===== config.mk =====
export PLATFORM = sky130hd
export DESIGN_NAME = cmp_share_arbiter
export DESIGN_NICKNAME = d
export VERILOG_FILES = /design/src/rtl/cmp_share_pkg.sv /design/src/rtl/cmp_share_arbiter_cmp_core.sv /design/src/rtl/cmp_share_arbiter.sv
export SDC_FILE = /design/constraint.sdc
export NUM_CORES = 1
export LEC_CHECK = 0
export BUFFER_PORTS_ARGS = -buffer_cell sky130_fd_sc_hd__buf_4
export CORE_AREA = 3 3 89 57
export CTS_CLUSTER_DIAMETER = 100
export DETAILED_ROUTE_END_ITERATION = 10
export DIE_AREA = 0 0 92 60
export GPL_TIMING_DRIVEN = 0
export PLACE_DENSITY = 0.85
export SLEW_MARGIN = 30
export SYNTH_ARGS = -nofsm -noshare
export SYNTH_HDL_FRONTEND = slang
export SYNTH_HIERARCHICAL = 1
export SYNTH_SLANG_ARGS = --single-unit
export TNS_END_PERCENT = 30

===== constraint.sdc =====
create_clock -name clk -period 6.7 [get_ports clk]
set_input_delay 0 -clock clk [delete_from_list [all_inputs] [get_ports clk]]
set_output_delay 0 -clock clk [all_outputs]
set_load 0.01 [all_outputs]

===== src/rtl/cmp_share_pkg.sv =====
// Shared types and helpers for the comparator-sharing arbiter.
// Holds the FSM state encoding, default sizes and the round-robin picker.
package cmp_share_pkg;

    typedef enum logic [1:0] {IDLE, CMP, RESP} state_e;

    localparam int N_DEF       = 8;
    localparam int NUM_REQ_DEF = 4;
    localparam int RR_MAX      = 16;

    // Unused upper request bits are zero, so a 16-wide circular search
    // wraps from NUM_REQ-1 back to 0 for any NUM_REQ up to 16.
    function automatic logic [RR_MAX-1:0] rr_pick(input logic [RR_MAX-1:0] valid,
                                                  input logic [3:0]        ptr);
        logic [RR_MAX-1:0] gnt;
        logic              found;
        logic [3:0]        idx;
        gnt   = '0;
        found = 1'b0;
        for (int i = 0; i < RR_MAX; i++) begin
            idx = ptr + 4'(i);
            if (!found && valid[idx]) begin
                gnt[idx] = 1'b1;
                found    = 1'b1;
            end
        end
        return gnt;
    endfunction

endpackage


===== src/rtl/cmp_share_arbiter_cmp_core.sv =====
// Combinational N-bit magnitude comparator shared by all requesters.
// Build with CMP_SIGNED_EN defined for two's-complement comparison; unsigned otherwise.
module cmp_core #(
    parameter int N = 8
) (
    input  logic [N-1:0] a_i,
    input  logic [N-1:0] b_i,
    output logic         gt_o,
    output logic         lt_o,
    output logic         eq_o
);

`ifdef CMP_SIGNED_EN
    logic signed [N-1:0] a_s;
    logic signed [N-1:0] b_s;
    assign a_s  = a_i;
    assign b_s  = b_i;
    assign gt_o = (a_s > b_s);
    assign lt_o = (a_s < b_s);
`else
    assign gt_o = (a_i > b_i);
    assign lt_o = (a_i < b_i);
`endif
    assign eq_o = (a_i == b_i);

endmodule


===== src/rtl/cmp_share_arbiter.sv =====
// Round-robin arbiter sharing one comparator between NUM_REQ requesters (IDLE -> CMP -> RESP).
// Signedness follows the CMP_SIGNED_EN macro, applied inside cmp_core.
module cmp_share_arbiter
    import cmp_share_pkg::*;
#(
    parameter  int N       = N_DEF,
    parameter  int NUM_REQ = NUM_REQ_DEF,
    localparam int ID_W    = $clog2(NUM_REQ)
) (
    input  logic                 clk,
    input  logic                 rst_n,
    input  logic [NUM_REQ-1:0]   req_valid,
    input  logic [NUM_REQ*N-1:0] req_a,
    input  logic [NUM_REQ*N-1:0] req_b,
    output logic [NUM_REQ-1:0]   req_ready,
    output logic                 rsp_valid,
    output logic [ID_W-1:0]      rsp_id,
    output logic                 rsp_gt,
    output logic                 rsp_lt,
    output logic                 rsp_eq,
    input  logic                 rsp_ready
);

    state_e          state_q, state_d;
    logic [ID_W-1:0] rr_ptr_q, rr_ptr_d;
    logic [ID_W-1:0] id_q, id_d;
    logic [N-1:0]    a_q, a_d, b_q, b_d;
    logic            rsp_valid_q, rsp_valid_d;
    logic [ID_W-1:0] rsp_id_q, rsp_id_d;
    logic            gt_q, gt_d, lt_q, lt_d, eq_q, eq_d;

    logic [NUM_REQ-1:0] pick;
    logic [NUM_REQ-1:0] grant;
    logic [ID_W-1:0]    gnt_id;
    logic               core_gt, core_lt, core_eq;

    assign pick = NUM_REQ'(rr_pick(RR_MAX'(req_valid), 4'(rr_ptr_q)));

    always_comb begin
        grant = '0;
        if (rst_n && state_q == IDLE) begin
            grant = pick;
        end
    end

    always_comb begin
        gnt_id = '0;
        for (int i = 0; i < NUM_REQ; i++) begin
            if (grant[i]) begin
                gnt_id = ID_W'(i);
            end
        end
    end

    cmp_core #(.N(N)) u_core (
        .a_i  (a_q),
        .b_i  (b_q),
        .gt_o (core_gt),
        .lt_o (core_lt),
        .eq_o (core_eq)
    );

    always_comb begin
        state_d     = state_q;
        rr_ptr_d    = rr_ptr_q;
        id_d        = id_q;
        a_d         = a_q;
        b_d         = b_q;
        rsp_valid_d = rsp_valid_q;
        rsp_id_d    = rsp_id_q;
        gt_d        = gt_q;
        lt_d        = lt_q;
        eq_d        = eq_q;
        unique case (state_q)
            IDLE: begin
                if (|grant) begin
                    a_d      = req_a[gnt_id*N +: N];
                    b_d      = req_b[gnt_id*N +: N];
                    id_d     = gnt_id;
                    rr_ptr_d = (gnt_id == ID_W'(NUM_REQ - 1)) ? '0 : gnt_id + ID_W'(1);
                    state_d  = CMP;
                end
            end
            CMP: begin
                rsp_valid_d = 1'b1;
                rsp_id_d    = id_q;
                gt_d        = core_gt;
                lt_d        = core_lt;
                eq_d        = core_eq;
                state_d     = RESP;
            end
            RESP: begin
                // Flags and ID are cleared with valid so idle outputs read as zero.
                if (rsp_ready) begin
                    rsp_valid_d = 1'b0;
                    rsp_id_d    = '0;
                    gt_d        = 1'b0;
                    lt_d        = 1'b0;
                    eq_d        = 1'b0;
                    state_d     = IDLE;
                end
            end
            default: state_d = IDLE;
        endcase
    end

    always_ff @(posedge clk or negedge rst_n) begin
        if (!rst_n) begin
            state_q     <= IDLE;
            rr_ptr_q    <= '0;
            id_q        <= '0;
            a_q         <= '0;
            b_q         <= '0;
            rsp_valid_q <= 1'b0;
            rsp_id_q    <= '0;
            gt_q        <= 1'b0;
            lt_q        <= 1'b0;
            eq_q        <= 1'b0;
        end else begin
            state_q     <= state_d;
            rr_ptr_q    <= rr_ptr_d;
            id_q        <= id_d;
            a_q         <= a_d;
            b_q         <= b_d;
            rsp_valid_q <= rsp_valid_d;
            rsp_id_q    <= rsp_id_d;
            gt_q        <= gt_d;
            lt_q        <= lt_d;
            eq_q        <= eq_d;
        end
    end

    assign req_ready = grant;
    assign rsp_valid = rsp_valid_q;
    assign rsp_id    = rsp_id_q;
    assign rsp_gt    = gt_q;
    assign rsp_lt    = lt_q;
    assign rsp_eq    = eq_q;

endmodule


# After elaboration in Yosys (flattened, before gate mapping)
# Cells that the tools add are included.
[word_totals] output_inout_bits=10 wordCells=245 inputBits=71 reg_bits=28
[classes] addsub=16 n_reduce_logical=53 order_cmp=34 n_shift=2 mux=109 bitwise_logic=15 n_eq_ne=6
[ops] op="$mux 4" n=17
[ops] op="$shiftx 32x6->8" n=2
[ops] op="$bmux 1 s4" n=15
[ops] op="$demux 1 s4" n=15
[ops] op="$lt 4x5->1 const B" n=12
[ops] op="$or 4x4->4" n=15
[ops] op="$mux 1" n=49
[ops] op="$ge 4x1->1 const B" n=12
[ops] op="$logic_and 1x1->1" n=32
[ops] op="$add 2x3->4 const B" n=4
[ops] op="$add 2x4->4 const B" n=4
[ops] op="$logic_not 1->1" n=15
[ops] op="$lt 3x5->1 const B" n=3
[ops] op="$mux 2" n=5
[ops] op="$ge 3x1->1 const B" n=3
[ops] op="$add 3x3->4 const B" n=2
[ops] op="$eq 8x8->1" n=1
[ops] op="$gt 8x8->1" n=1
[ops] op="$lt 8x8->1" n=1
[ops] op="$pmux 1 s2" n=4
[ops] op="$add 2x2->3 const B" n=2
[ops] op="$pmux 2 s3" n=1
[ops] op="$reduce_and 2->1" n=3
[ops] op="$lt 2x5->1 const B" n=1
[ops] op="15 further kinds" n=16

# Longest topological paths before layout
# Gate-level depths: netlist of the first run.
[logic_depth] word_depth=54 depth_mapped=15 ltp_nobuf=11

# Cells and area by module
# Netlist of the first run, hierarchy kept.
[by_module_without_submodules] mod="cmp_share_arbiter" seq_area_each_um2=700.7 cells_per_inst=231 area_each_um2=2137.0 n_inst=1
[by_module_without_submodules] mod="cmp_core" seq_area_each_um2=0.0 cells_per_inst=29 area_each_um2=225.2 n_inst=1

# Worst setup path after synthesis of the first run
# OpenSTA, ideal clock, no wires.
[synth_path] path_type="flip-flop to flip-flop" start="register rr_ptr_q[0]" end="register a_q[6]" period_less_slack_ns=3.596 path_stages_with_launch=14 path_slack_ns=3.104 n_path_buf=3 arrival_time_ns=3.475 setup_time_ns=0.121 required_time_ns=6.579 path_cell_list="dfrtp_1 buf_4 inv_1 ha_1 buf_2 mux4_2 a221o_1 nor3_1 a221oi_1 a21oi_1 nor3_2 buf_4 a221o_1 o22a_1"
[synth_between] word_cells_on_any_way=210 classes_between="add/sub: 15; order compare: 32; shift: 1; mux: 99; bitwise: 15; reduce/logical: 48"
[synth_rtl] element="from (decl)" line="cmp_share_arbiter.sv:25" source="logic [ID_W-1:0] rr_ptr_q, rr_ptr_d;"
[synth_rtl] element="from (signal assigned)" line="cmp_share_arbiter.sv:121" source="rr_ptr_q <= rr_ptr_d;"
[synth_rtl] element="branches (longest 47 deep; another with $lt 3x5->1)"
[synth_rtl] element="$mux 4 (*)" line="cmp_share_pkg.sv:22" source="if (!found && valid[idx]) begin"
[synth_rtl] element="$mux 4 (*)" line="cmp_share_arbiter.sv:41" source="if (rst_n && state_q == IDLE) begin"
[synth_rtl] element="named net req_ready[0]" line="cmp_share_arbiter.sv:15" source="output logic [NUM_REQ-1:0] req_ready,"
[synth_rtl] element="$reduce_or 4->1 (*)" line="cmp_share_arbiter.sv:76" source="if (|grant) begin"
[synth_rtl] element="$reduce_and 2->1 (no line) (*)"
[synth_rtl] element="to (signal assigned)" line="cmp_share_arbiter.sv:112" source="a_q <= '0;"
[synth_rtl] element="to (signal assigned)" line="cmp_share_arbiter.sv:123" source="a_q <= a_d;"
[synth_rtl] element="to (decl)" line="cmp_share_arbiter.sv:27" source="logic [N-1:0] a_q, a_d, b_q, b_d;"
# Mark *: on every way through the listed nets, which the timed path passes. The select of a mux whose other input is x is not followed.
# A chain may end at the register's enable or synchronous reset.

# Worst setup path in the final report of the first run
[layout_path] start="register rr_ptr_q[0]" end="register a_q[2]"
[layout_between] elab_chain_len=53 word_cells_on_any_way=210 classes_between="add/sub: 15; order compare: 32; shift: 1; mux: 99; bitwise: 15; reduce/logical: 48"
[layout_lines] element="branches (longest 47 deep; another with $lt 3x5->1)"
[layout_lines] element="$mux 4 (*)" line="cmp_share_pkg.sv:22"
[layout_lines] element="$mux 4 (*)" line="cmp_share_arbiter.sv:41"
[layout_lines] element="$mux 1" line="cmp_share_arbiter.sv:49" source="if (grant[i]) begin"
[layout_lines] element="$mux 2 (2 in a row)" line="cmp_share_arbiter.sv:49"
[layout_lines] element="$shiftx 32x6->8" line="cmp_share_arbiter.sv:77" source="a_d = req_a[gnt_id*N +: N];"
# Mark *: on every way between the ends. The select of a mux whose other input is x is not followed.

==> flow_metrics.env, run 1 <==
export IMPL_path_cells="buf_4, inv_1, ha_1, buf_2, mux4_2, a221o_1, nor4b_2, or4_4, a21o_1, clkbuf_1, o21ai_0, a21oi_1, o22a_1"
export IMPL_die_h_um=60
export IMPL_grt_max_degree=30
export IMPL_cp_end_kind="flop"
export IMPL_hold_path_class="input port to flop"
export IMPL_antenna_cells=0
export IMPL_gr_usage_all_layers_pct=27.7
export IMPL_tns_ns=0
export IMPL_synth_seq_cells=28
export IMPL_ys_warn_count=6
export IMPL_avgSynthCellArea_um2=9.09
export IMPL_via_per_inst=6.33
export IMPL_max_clock_path_buffers=2
export IMPL_ioPinCount=81
export IMPL_switchingPower_w=0.000750
export IMPL_hold_viol_final=0
export IMPL_cts_tree="yes"
export IMPL_grt_pass1_wl_um=11800
export IMPL_dp_hpwl_um=5840
export IMPL_synthArstFlopShare_pct=100
export IMPL_crit_type="flop to flop"
export IMPL_slowest_stage="dfrtp_1"
export IMPL_min_period_ns=4.27
export IMPL_synth_edf_count=0
export IMPL_clk_transition_reported_paths_ns=0.10
export IMPL_synth_top_area_share_pct=29.7
export IMPL_overflow=0
export IMPL_synth_nets=346
export IMPL_cts_buffers=3
export IMPL_multi_input_area_um2=1510
export IMPL_synthCells=260
export IMPL_synth_area_um2=2360
export IMPL_critPathMaxStageDelay_ns=0.58
export IMPL_tightest_slew_ns=0.587
export IMPL_drv_slew=0
export IMPL_ys_top_cells_by_area="dfrtp_1, ha_1, a221o_1"
export IMPL_setup_viol=0
export IMPL_cp_start_kind="flop"
export IMPL_cts_root_buf="clkbuf_8"
export IMPL_drt_iter0_markers=283
export IMPL_cp_max_fo=10
export IMPL_yosysSeqAreaShare_pct=29.7
export IMPL_drt_pass1_iterations=5
export IMPL_nets=433
export IMPL_seq_area_um2=701
export IMPL_die_area_um2=5520
export IMPL_powerDensity_nw_per_um2=500
export IMPL_port_buffers=80
export IMPL_antenna_found_initial=0
export IMPL_area_growth_synth_to_final_pct=31.8
export IMPL_clkPwrFrac_pct=6.7
export IMPL_grt_pass1_vias=2331
export IMPL_cts_sinks=28
export IMPL_status="complete, no violations"
export IMPL_coreArea_um2=4190
export IMPL_wl_per_cell_um=18.9
export IMPL_initial_utilization_pct=56.4
export IMPL_route_detailed_drc=0
export IMPL_die_x_um=92
export IMPL_placementRows=18
export IMPL_max_vdd_ir_drop_mv=0.235
export IMPL_p_leak_nw=1.42
export IMPL_ys_types=55
export IMPL_routed_wl_um=7650
export IMPL_gp_congestion=1.00
export IMPL_finalCritPeriodShare_pct=63.7
export IMPL_cts_resized=0
export IMPL_worstSkewPairLatency_ns=0.27
export IMPL_whs_ns=0.0597
export IMPL_cap_violations=0
export IMPL_antenna_left=0
export IMPL_grt_setup_unrepaired="false"
export IMPL_p_seq_share_pct=20.9
export IMPL_required_ns=6.92
export IMPL_drive_gt1_share_pct=32.9
export IMPL_fmax_mhz=234
export IMPL_finalClockSkew_ns=0.00513
export IMPL_p_int_w=0.000807
export IMPL_synth_area_leader_cell="dfrtp_1"
export IMPL_combPwrFrac_pct=72.4
export IMPL_vias=2572
export IMPL_htree_levels=1
export IMPL_arrival_ns=4.49
export IMPL_switching_share_pct=48.2
export IMPL_slew_headroom_pct=60.8
export IMPL_fill_cells=335
export IMPL_synthFlopType="dfrtp_1"
-- cells in the final DEF (no fill, tap or decap), types with 3 or more instances in the layout --
cell type	netlist	layout
buf_4	3	83
dfrtp_1	28	28
a21oi_1	27	27
o21ai_0	20	20
a221o_1	17	17
inv_1	16	16
nand3_1	16	16
o22a_1	16	16
ha_1	15	15
nor2_1	14	14
clkbuf_1	7	7
nand2_1	7	7
o22ai_1	7	7
nor3_1	5	5
buf_2	4	4
clkbuf_8	0	4
nor2b_1	3	3
nand2b_1	3	3
mux2i_1	3	3
mux4_2	3	3
a21o_1	3	3
-- registers in the layout, indices dropped and copies added (netlist names) --
name       cells
state_q        2
id_q           2
rr_ptr_q       2
a_q            8
b_q            8
rsp_lt         1
rsp_id         2
rsp_valid      1
rsp_eq         1
rsp_gt         1
-- layout make-up --
| type | count | share of cell area, % |
|---|---|---|
| Inverter | 18 | 2.17 |
| Multi-Input combinational cell | 199 | 48.6 |
| Tap cell | 60 | 2.41 |
| Buffer | 15 | 2.57 |
| Clock buffer | 4 | 1.77 |
| Timing Repair Buffer | 82 | 19.9 |
| Sequential cell | 28 | 22.5 |
-- path summary, 6_finish.rpt --
check                      slack, ns  cells past startpoint       to         from
min reg2reg                     0.49                      1  id_q[1]      id_q[1]
min in group asynchronous       0.19                      2   b_q[3]        rst_n
max reg2reg                     2.43                     13   a_q[2]  rr_ptr_q[0]
max                             2.43                     13   a_q[2]  rr_ptr_q[0]
min                             0.06                      3   b_q[3]    req_b[19]
max in group asynchronous       6.23                      2   rsp_lt        rst_n
-- routing by layer --
layer | GRT usage, % | up-vias | routed length [um] | part of all wire (%)
met4 | 2.96 | 0 | 61 | 0.80
li1 | - | 1183 | - | -
met1 | 42.4 | 1207 | 3370 | 44
met5 | 0 | - | 0 | 0
met2 | 40.9 | 172 | 3260 | 43
met3 | 6.67 | 10 | 967 | 13
-- cell families (layout without fill, tap and decap cells) --
| group | after synthesis | after routing | synth area share (%) |
|---|---|---|---|
| AND/OR/NAND/NOR | 67 | 67 | 17.0 |
| flip-flops | 28 | 28 | 29.7 |
| adder cells (fa/ha/maj) | 15 | 15 | 7.94 |
| multiplexers | 8 | 8 | 5.08 |
| AO/OA/AOI/OAI | 109 | 109 | 34.1 |
| buffers and inverters | 33 | 119 | 6.25 |
-- cell usage after synthesis, types with 4 or more instances --
library cell,count
dfrtp_1,28
a21oi_1,27
o21ai_0,20
a221o_1,17
inv_1,16
nand3_1,16
o22a_1,16
ha_1,15
nor2_1,14
clkbuf_1,7
nand2_1,7
o22ai_1,7
nor3_1,5
buf_2,4
-- through the flow --
stage	cells	power, W	setup slack (ns)	util, %	instance area (um^2)
6_report	406	0.00156	2.43	74.3	3110
5_1_grt	406	0.00168	2.23	74.3	3110
4_1_cts	406	0.00154	2.52	74.3	3110
3_5_place_dp	400	0.00142	2.54	72.5	3040
3_3_place_gp	400	0.00140	2.64	72.5	3040
2_1_floorplan	260	0.00113	3.10	-	2360
-- power by group through the flow --
stage | registers, W | clock network, W | logic [W]
6_report | 0.000325 | 0.000105 | 0.00113
5_1_grt | 0.000335 | 0.000111 | 0.00123
4_1_cts | 0.000324 | 0.000105 | 0.00111
3_5_place_dp | 0.000327 | 0 | 0.00110
3_3_place_gp | 0.000325 | 0 | 0.00108
2_1_floorplan | 0.000317 | 0 | 0.000808
-- worst max-delay path, delay by kind of cell, from the launching register on --
kind | cells | cell delay (ns)
AO/OA/AOI/OAI | 5 | 1.17
buffers and inverters | 4 | 1.02
flip-flops | 1 | 0.58
multiplexers | 1 | 0.57
AND/OR/NAND/NOR | 2 | 0.56
adder cells (fa/ha/maj) | 1 | 0.30
-- what timing repair did --
action	CTS	global route
endpoints found under the hold margin	29	0
hold buffers	2	0
buffers inserted	0	0
Power figures use the tool's default switching activity.
==> inputs of run 2 (changes only) <==
--- a/config.mk
+++ b/config.mk
@@ -6,12 +6,12 @@
 export NUM_CORES = 1
 export LEC_CHECK = 0
 export BUFFER_PORTS_ARGS = -buffer_cell sky130_fd_sc_hd__buf_4
-export CORE_AREA = 3 3 89 57
+export CORE_AREA = 3 3 97 62
 export CTS_CLUSTER_DIAMETER = 100
 export DETAILED_ROUTE_END_ITERATION = 10
-export DIE_AREA = 0 0 92 60
+export DIE_AREA = 0 0 100 65
 export GPL_TIMING_DRIVEN = 0
-export PLACE_DENSITY = 0.85
+export PLACE_DENSITY = 0.76
 export SLEW_MARGIN = 30
 export SYNTH_ARGS = -nofsm -noshare
 export SYNTH_HDL_FRONTEND = slang
==> constraint.sdc (replaced) <==
create_clock -name clk -period 3.5 [get_ports clk]
set_input_delay 0 -clock clk [delete_from_list [all_inputs] [get_ports clk]]
set_output_delay 0 -clock clk [all_outputs]
set_load 0.01 [all_outputs]
==> flow_metrics.env, run 2 (same netlist as run 1, synthesis figures left out) <==
export IMPL_status="complete, no violations"
export IMPL_final_common_cell="buf_4"
export IMPL_dp_hpwl_um=5980
export IMPL_critPathMaxStageDelay_ns=0.54
export IMPL_drv_slew=0
export IMPL_overflow=0
export IMPL_clkPwrFrac_pct=7.3
export IMPL_tns_ns=0
export IMPL_placementRows=20
export IMPL_hold_path_class="input port to flop"
export IMPL_drive_gt1_share_pct=42.5
export IMPL_cp_max_fo=10
export IMPL_via_per_inst=6.25
export IMPL_grt_max_degree=30
export IMPL_required_ns=3.67
export IMPL_largestRegisters="a_q x8, b_q x8"
export IMPL_p_seq_share_pct=17.8
export IMPL_grt_pass1_wl_um=13200
export IMPL_finalCritPeriodShare_pct=98.6
export IMPL_gp_congestion=0.954
export IMPL_route_detailed_drc=0
export IMPL_setup_viol=0
export IMPL_crit_type="flop to flop"
export IMPL_final_util_pct=67.6
export IMPL_crit_buf_inv=3
export IMPL_dp_slack_ns=-0.492
export IMPL_finalClockSkew_ns=0.00978
export IMPL_ioPinCount=81
export IMPL_p_leak_nw=1.57
export IMPL_whs_ns=0.0546
export IMPL_p_int_w=0.00189
export IMPL_drt_iter0_markers=290
export IMPL_grt_setup_unrepaired="true"
export IMPL_path_cells="clkinvlp_4, ha_4, mux4_2, buf_4, and4b_1, a221oi_4, a21boi_2, nor2_1, buf_2, a221o_1, o22a_1"
export IMPL_vias=2708
export IMPL_combPwrFrac_pct=74.9
export IMPL_cts_tree="yes"
export IMPL_gr_usage_all_layers_pct=25.8
export IMPL_nets=454
export IMPL_finalWorstSetupSlack_ns=0.0478
export IMPL_cts_root_buf="clkbuf_8"
export IMPL_antenna_cells=0
export IMPL_cts_buffers=3
export IMPL_initial_utilization_pct=46.5
export IMPL_antenna_left=0
export IMPL_wl_per_cell_um=19.8
export IMPL_final_cell_mix="buf_4, a21oi_1, dfrtp_1"
export IMPL_cp_start_kind="flop"
export IMPL_port_buffers=80
export IMPL_htree_levels=1
export IMPL_powerDensity_nw_per_um2=1030
export IMPL_slew_headroom_pct=65.2
export IMPL_tightest_slew_ns=0.521
export IMPL_worstSkewPairLatency_ns=0.28
export IMPL_cp_top_family="compound AO/OA/AOI/OAI gates"
export IMPL_clk_transition_reported_paths_ns=0.10
export IMPL_coreArea_um2=5080
export IMPL_area_growth_synth_to_final_pct=45.4
export IMPL_cts_sinks=28
export IMPL_grt_pass1_vias=2578
export IMPL_r2r_slack_ns=0.05
export IMPL_die_area_um2=6500
export IMPL_die_h_um=65
export IMPL_routed_wl_um=8560
export IMPL_switchingPower_w=0.00164
export IMPL_cap_violations=0
export IMPL_cp_end_kind="flop"
export IMPL_die_x_um=100
export IMPL_max_clock_path_buffers=2
export IMPL_fmax_mhz=290
export IMPL_slowest_stage="mux4_2"
export IMPL_switching_share_pct=46.4
export IMPL_antenna_found_initial=0
export IMPL_drt_pass1_iterations=5
export IMPL_hold_viol_final=0
export IMPL_max_vdd_ir_drop_mv=0.385
export IMPL_min_period_ns=3.45
export IMPL_arrival_ns=3.62
==> run 2: per-layer routing <==
metal  track usage (%)  vias to the layer above  part of all wire, %
met4              4.37                        0                  1.2
li1                  -                     1232                    -
met5                 0                        -                    0
met2              34.6                      199                   40
met1              41.4                     1263                   46
met3              6.34                       14                   13
==> run 2: per-stage QoR <==
step | std cells | cell area, um^2 | power (W)
6_report | 433 | 3440 | 0.00353
5_1_grt | 433 | 3440 | 0.00376
4_1_cts | 430 | 3370 | 0.00333
3_5_place_dp | 406 | 3050 | 0.00275
3_3_place_gp | 406 | 3050 | 0.00270
2_1_floorplan | 260 | 2370 | 0.00216
==> run 2: final cells by class <==
cell class                 count  area [um^2]
fill                         402         1640
timing repair buffer         106          798
buffer                        12         82.6
tap                           66         82.6
sequential                    28          703
multi-input combinational    199         1620
inverter                      18         77.6
clock buffer                   3         41.3
clock inverter                 1         30.0
==> run 2: repair_timing <==
action / in CTS / in global routing
setup buffers: 18 / 5
hold endpoints to repair: 29 / 0
pin swaps: 6 / 9
gates cloned: 0 / 1
resized for setup: 24 / 15
endpoints found under the setup margin: 24 / 23
hold buffers: 2 / 0
==> run 2: worst paths after layout <==
| check | cells after the start | endpoint | startpoint |
|---|---|---|---|
| worst min-delay path | 3 | a_q[2] | req_a[18] |
| max in group asynchronous | 2 | rr_ptr_q[1] | rst_n |
| min in group asynchronous | 2 | b_q[6] | rst_n |
| worst min register to register | 1 | b_q[2] | b_q[2] |
| worst max-delay path | 11 | a_q[0] | rr_ptr_q[0] |
| worst max register to register | 11 | a_q[0] | rr_ptr_q[0] |
==> run 2: power groups by stage <==
stage	clock network (W)	logic (W)	registers [W]
floorplan	0	0.00155	0.000609
global placement	0	0.00207	0.000637
detailed placement	0	0.00211	0.000639
CTS	0.000256	0.00246	0.000618
global route	0.000269	0.00285	0.000644
finish	0.000258	0.00264	0.000628
==> run 2: worst register-to-register path: stages (launching register included) <==
cell        delay [ns]
dfrtp_2           0.44
clkinvlp_4        0.13
ha_4              0.30
mux4_2            0.54
buf_4             0.16
and4b_1           0.25
a221oi_4          0.37
a21boi_2          0.25
nor2_1            0.08
buf_2             0.23
a221o_1           0.41
o22a_1            0.19
==> inputs of run 3 (changes only) <==
--- a/config.mk
+++ b/config.mk
@@ -5,16 +5,16 @@
 export SDC_FILE = /design/constraint.sdc
 export NUM_CORES = 1
 export LEC_CHECK = 0
+export ABC_AREA = 1
 export BUFFER_PORTS_ARGS = -buffer_cell sky130_fd_sc_hd__buf_4
-export CORE_AREA = 3 3 97 62
+export CORE_AREA = 3 3 102 65
 export CTS_CLUSTER_DIAMETER = 100
 export DETAILED_ROUTE_END_ITERATION = 10
-export DIE_AREA = 0 0 100 65
+export DIE_AREA = 0 0 105 68
 export GPL_TIMING_DRIVEN = 0
 export PLACE_DENSITY = 0.76
-export SLEW_MARGIN = 30
+export SLEW_MARGIN = 5
 export SYNTH_ARGS = -nofsm -noshare
 export SYNTH_HDL_FRONTEND = slang
 export SYNTH_HIERARCHICAL = 1
 export SYNTH_SLANG_ARGS = --single-unit
-export TNS_END_PERCENT = 30
==> flow_metrics.env, run 3 <==
export IMPL_status="complete, no violations"
export IMPL_finalCritPeriodShare_pct=87.3
export IMPL_ys_warn_count=6
export IMPL_synthCells=444
export IMPL_arrival_ns=3.23
export IMPL_cp_max_fo=10
export IMPL_postCtsSetupRepairBufs=0
export IMPL_routed_wl_um=7470
export IMPL_worstSkewPairLatency_ns=0.27
export IMPL_synthTopCellsByCount="nand2_1, inv_1, nand3_1"
export IMPL_synth_seq_cells=28
export IMPL_antenna_cells=0
export IMPL_synth_top_area_share_pct=25.7
export IMPL_yosysMostFrequentCell="nand2_1"
export IMPL_area_growth_synth_to_final_pct=29.1
export IMPL_setup_viol=0
export IMPL_critPathMaxStageDelay_ns=0.42
export IMPL_drt_pass1_iterations=5
export IMPL_route_detailed_drc=0
export IMPL_design_area_um2=3510
export IMPL_cts_root_buf="clkbuf_8"
export IMPL_largestRegisters="a_q x8, b_q x8"
export IMPL_placed_area_um2=3420
export IMPL_final_common_cell="nand2_1"
export IMPL_max_clock_path_buffers=2
export IMPL_synthArstFlopShare_pct=100
export IMPL_die_h_um=68
export IMPL_slew_headroom_pct=65.7
export IMPL_grt_pass1_wl_um=12100
export IMPL_yosysSeqAreaShare_pct=25.7
export IMPL_wl_per_cell_um=12.2
export IMPL_synth_area_um2=2720
export IMPL_crit_top_cell="nand2_1"
export IMPL_ys_top_cells_by_area="dfrtp_1, nand2_1, inv_1"
export IMPL_gp_congestion=0.912
export IMPL_hold_path_class="input port to flop"
export IMPL_cap_violations=0
export IMPL_grt_setup_unrepaired="false"
export IMPL_drive_gt1_share_pct=23.8
export IMPL_via_per_inst=4.76
export IMPL_antenna_left=0
export IMPL_initial_utilization_pct=48.4
export IMPL_finalClockSkew_ns=0.00125
export IMPL_cts_buffers=3
export IMPL_vias=2906
export IMPL_synth_nets=530
export IMPL_drt_iter0_markers=183
export IMPL_tns_ns=0
export IMPL_htree_levels=1
export IMPL_port_buffers=80
export IMPL_die_area_um2=7140
export IMPL_cts_sinks=28
export IMPL_synthFlopType="dfrtp_1"
export IMPL_cp_start_kind="flop"
export IMPL_dp_cells=604
export IMPL_grt_pass1_vias=2552
export IMPL_avgSynthCellArea_um2=6.13
export IMPL_fill_cells=542
export IMPL_grt_max_degree=30
export IMPL_synth_edf_count=0
export IMPL_layout_cells_non_filler=610
export IMPL_crit_type="flop to flop"
export IMPL_p_leak_nw=2.16
export IMPL_fmax_mhz=327
export IMPL_required_ns=3.67
export IMPL_ys_types=33
export IMPL_nets=617
export IMPL_die_x_um=105
export IMPL_min_period_ns=3.05
export IMPL_ioPinCount=81
export IMPL_max_vdd_ir_drop_mv=0.506
export IMPL_gr_usage_all_layers_pct=20.8
export IMPL_synth_area_leader_cell="dfrtp_1"
export IMPL_drv_slew=0
export IMPL_clk_transition_reported_paths_ns=0.09
export IMPL_path_cells="buf_4, inv_4, ha_1, inv_1, nand3_1, nand3_2, nand3_2, nor2_4, nand2_1, nor2_1, nor2_1, nand3_1, nand2_1, nand2_1, buf_2, a21oi_1, nand2_1, nand2_1, nand2_1, nand2_1"
export IMPL_hold_viol_final=0
export IMPL_cp_end_kind="flop"
export IMPL_placementRows=21
export IMPL_overflow=0
export IMPL_coreArea_um2=5620
export IMPL_antenna_found_initial=0
export IMPL_cts_tree="yes"
export IMPL_slowest_stage="dfrtp_1"
export IMPL_tightest_slew_ns=0.515
export IMPL_dp_hpwl_um=6160
export IMPL_final_cell_mix="nand2_1, inv_1, buf_4"
export IMPL_powerDensity_nw_per_um2=892
[run 3: cell types whose count changed after synthesis, sizes merged, moves of 6 or more]
cell / delta
nand3: +49
nor2: +7
nand2: +145
o22ai: -6
o21ai: -15
buf: +8
a221o: -17
clkbuf: -7
inv: +82
o22a: -16
[run 3: worst max-delay path: cells and delay by family (launching register included)]
kind / cells / cell delay (ns)
buffers and inverters: 4 / 0.67
adder cells (fa/ha/maj): 1 / 0.36
AO/OA/AOI/OAI: 1 / 0.06
flip-flops: 1 / 0.42
AND/OR/NAND/NOR: 14 / 1.46
[run 3: power by group]
part,leakage [nW],switching [W],internal (W)
registers,0.351,0.0000884,0.000486
clock network,0.0357,0.000100,0.000153
logic,1.77,0.00145,0.000858
total,2.16,0.00164,0.00150
[run 3: metrics by stage]
step	hold WS (ns)	power, W	util, %	worst slack, ns
2_1_floorplan	-0.296	0.00226	-	1.04
3_3_place_gp	-0.0639	0.00280	60.9	0.517
3_5_place_dp	-0.0595	0.00284	60.9	0.507
4_1_cts	0.106	0.00311	62.5	0.476
5_1_grt	0.140	0.00347	62.5	0.132
6_report	0.112	0.00313	62.5	0.446
[run 3: cell families after synthesis]
family	count (synthesis)	synth area share, %
compound gates	40	8.59
buf+inv	117	18.2
fa+ha+maj	15	6.89
flops	28	25.7
simple gates	244	40.6
[run 3: worst paths after layout]
check,slack (ns),cells past startpoint,from,end
hold / removal,0.11,7,req_a[12],a_q[4]
setup / recovery,0.45,20,rr_ptr_q[0],a_q[1]
hold reg to reg,0.50,2,rsp_id[0],rsp_id[0]
min in group asynchronous,0.17,2,rst_n,rsp_lt
max in group asynchronous,3.07,2,rst_n,a_q[0]
setup reg to reg,0.45,20,rr_ptr_q[0],a_q[1]
[run 3: per-layer routing]
layer  share of wire [%]  global-route usage, %  wire [um]
met3                 9.4                   5.00        702
met2                  38                   29.2       2850
met1                  52                   32.4       3900
met4                0.31                   3.11         23
met5                   0                      0          0
[run 3: what timing repair did]
item | 4_1_cts | 5_1_grt
endpoints found under the hold margin | 29 | 0
hold buffers | 2 | 0
gates resized for setup | 0 | 0
[run 3: final cells by class]
| type | instances | area (um^2) | share of cell area, % |
|---|---|---|---|
| plain buffers | 16 | 113 | 3.20 |
| clock buffers | 3 | 41.3 | 1.17 |
| clock inverters | 1 | 30.0 | 0.854 |
| inverters | 101 | 382 | 10.9 |
| multi-input cells | 299 | 1530 | 43.5 |
| flip-flops and latches | 28 | 701 | 19.9 |
| well taps | 80 | 100 | 2.85 |
| repair buffers | 82 | 621 | 17.7 |
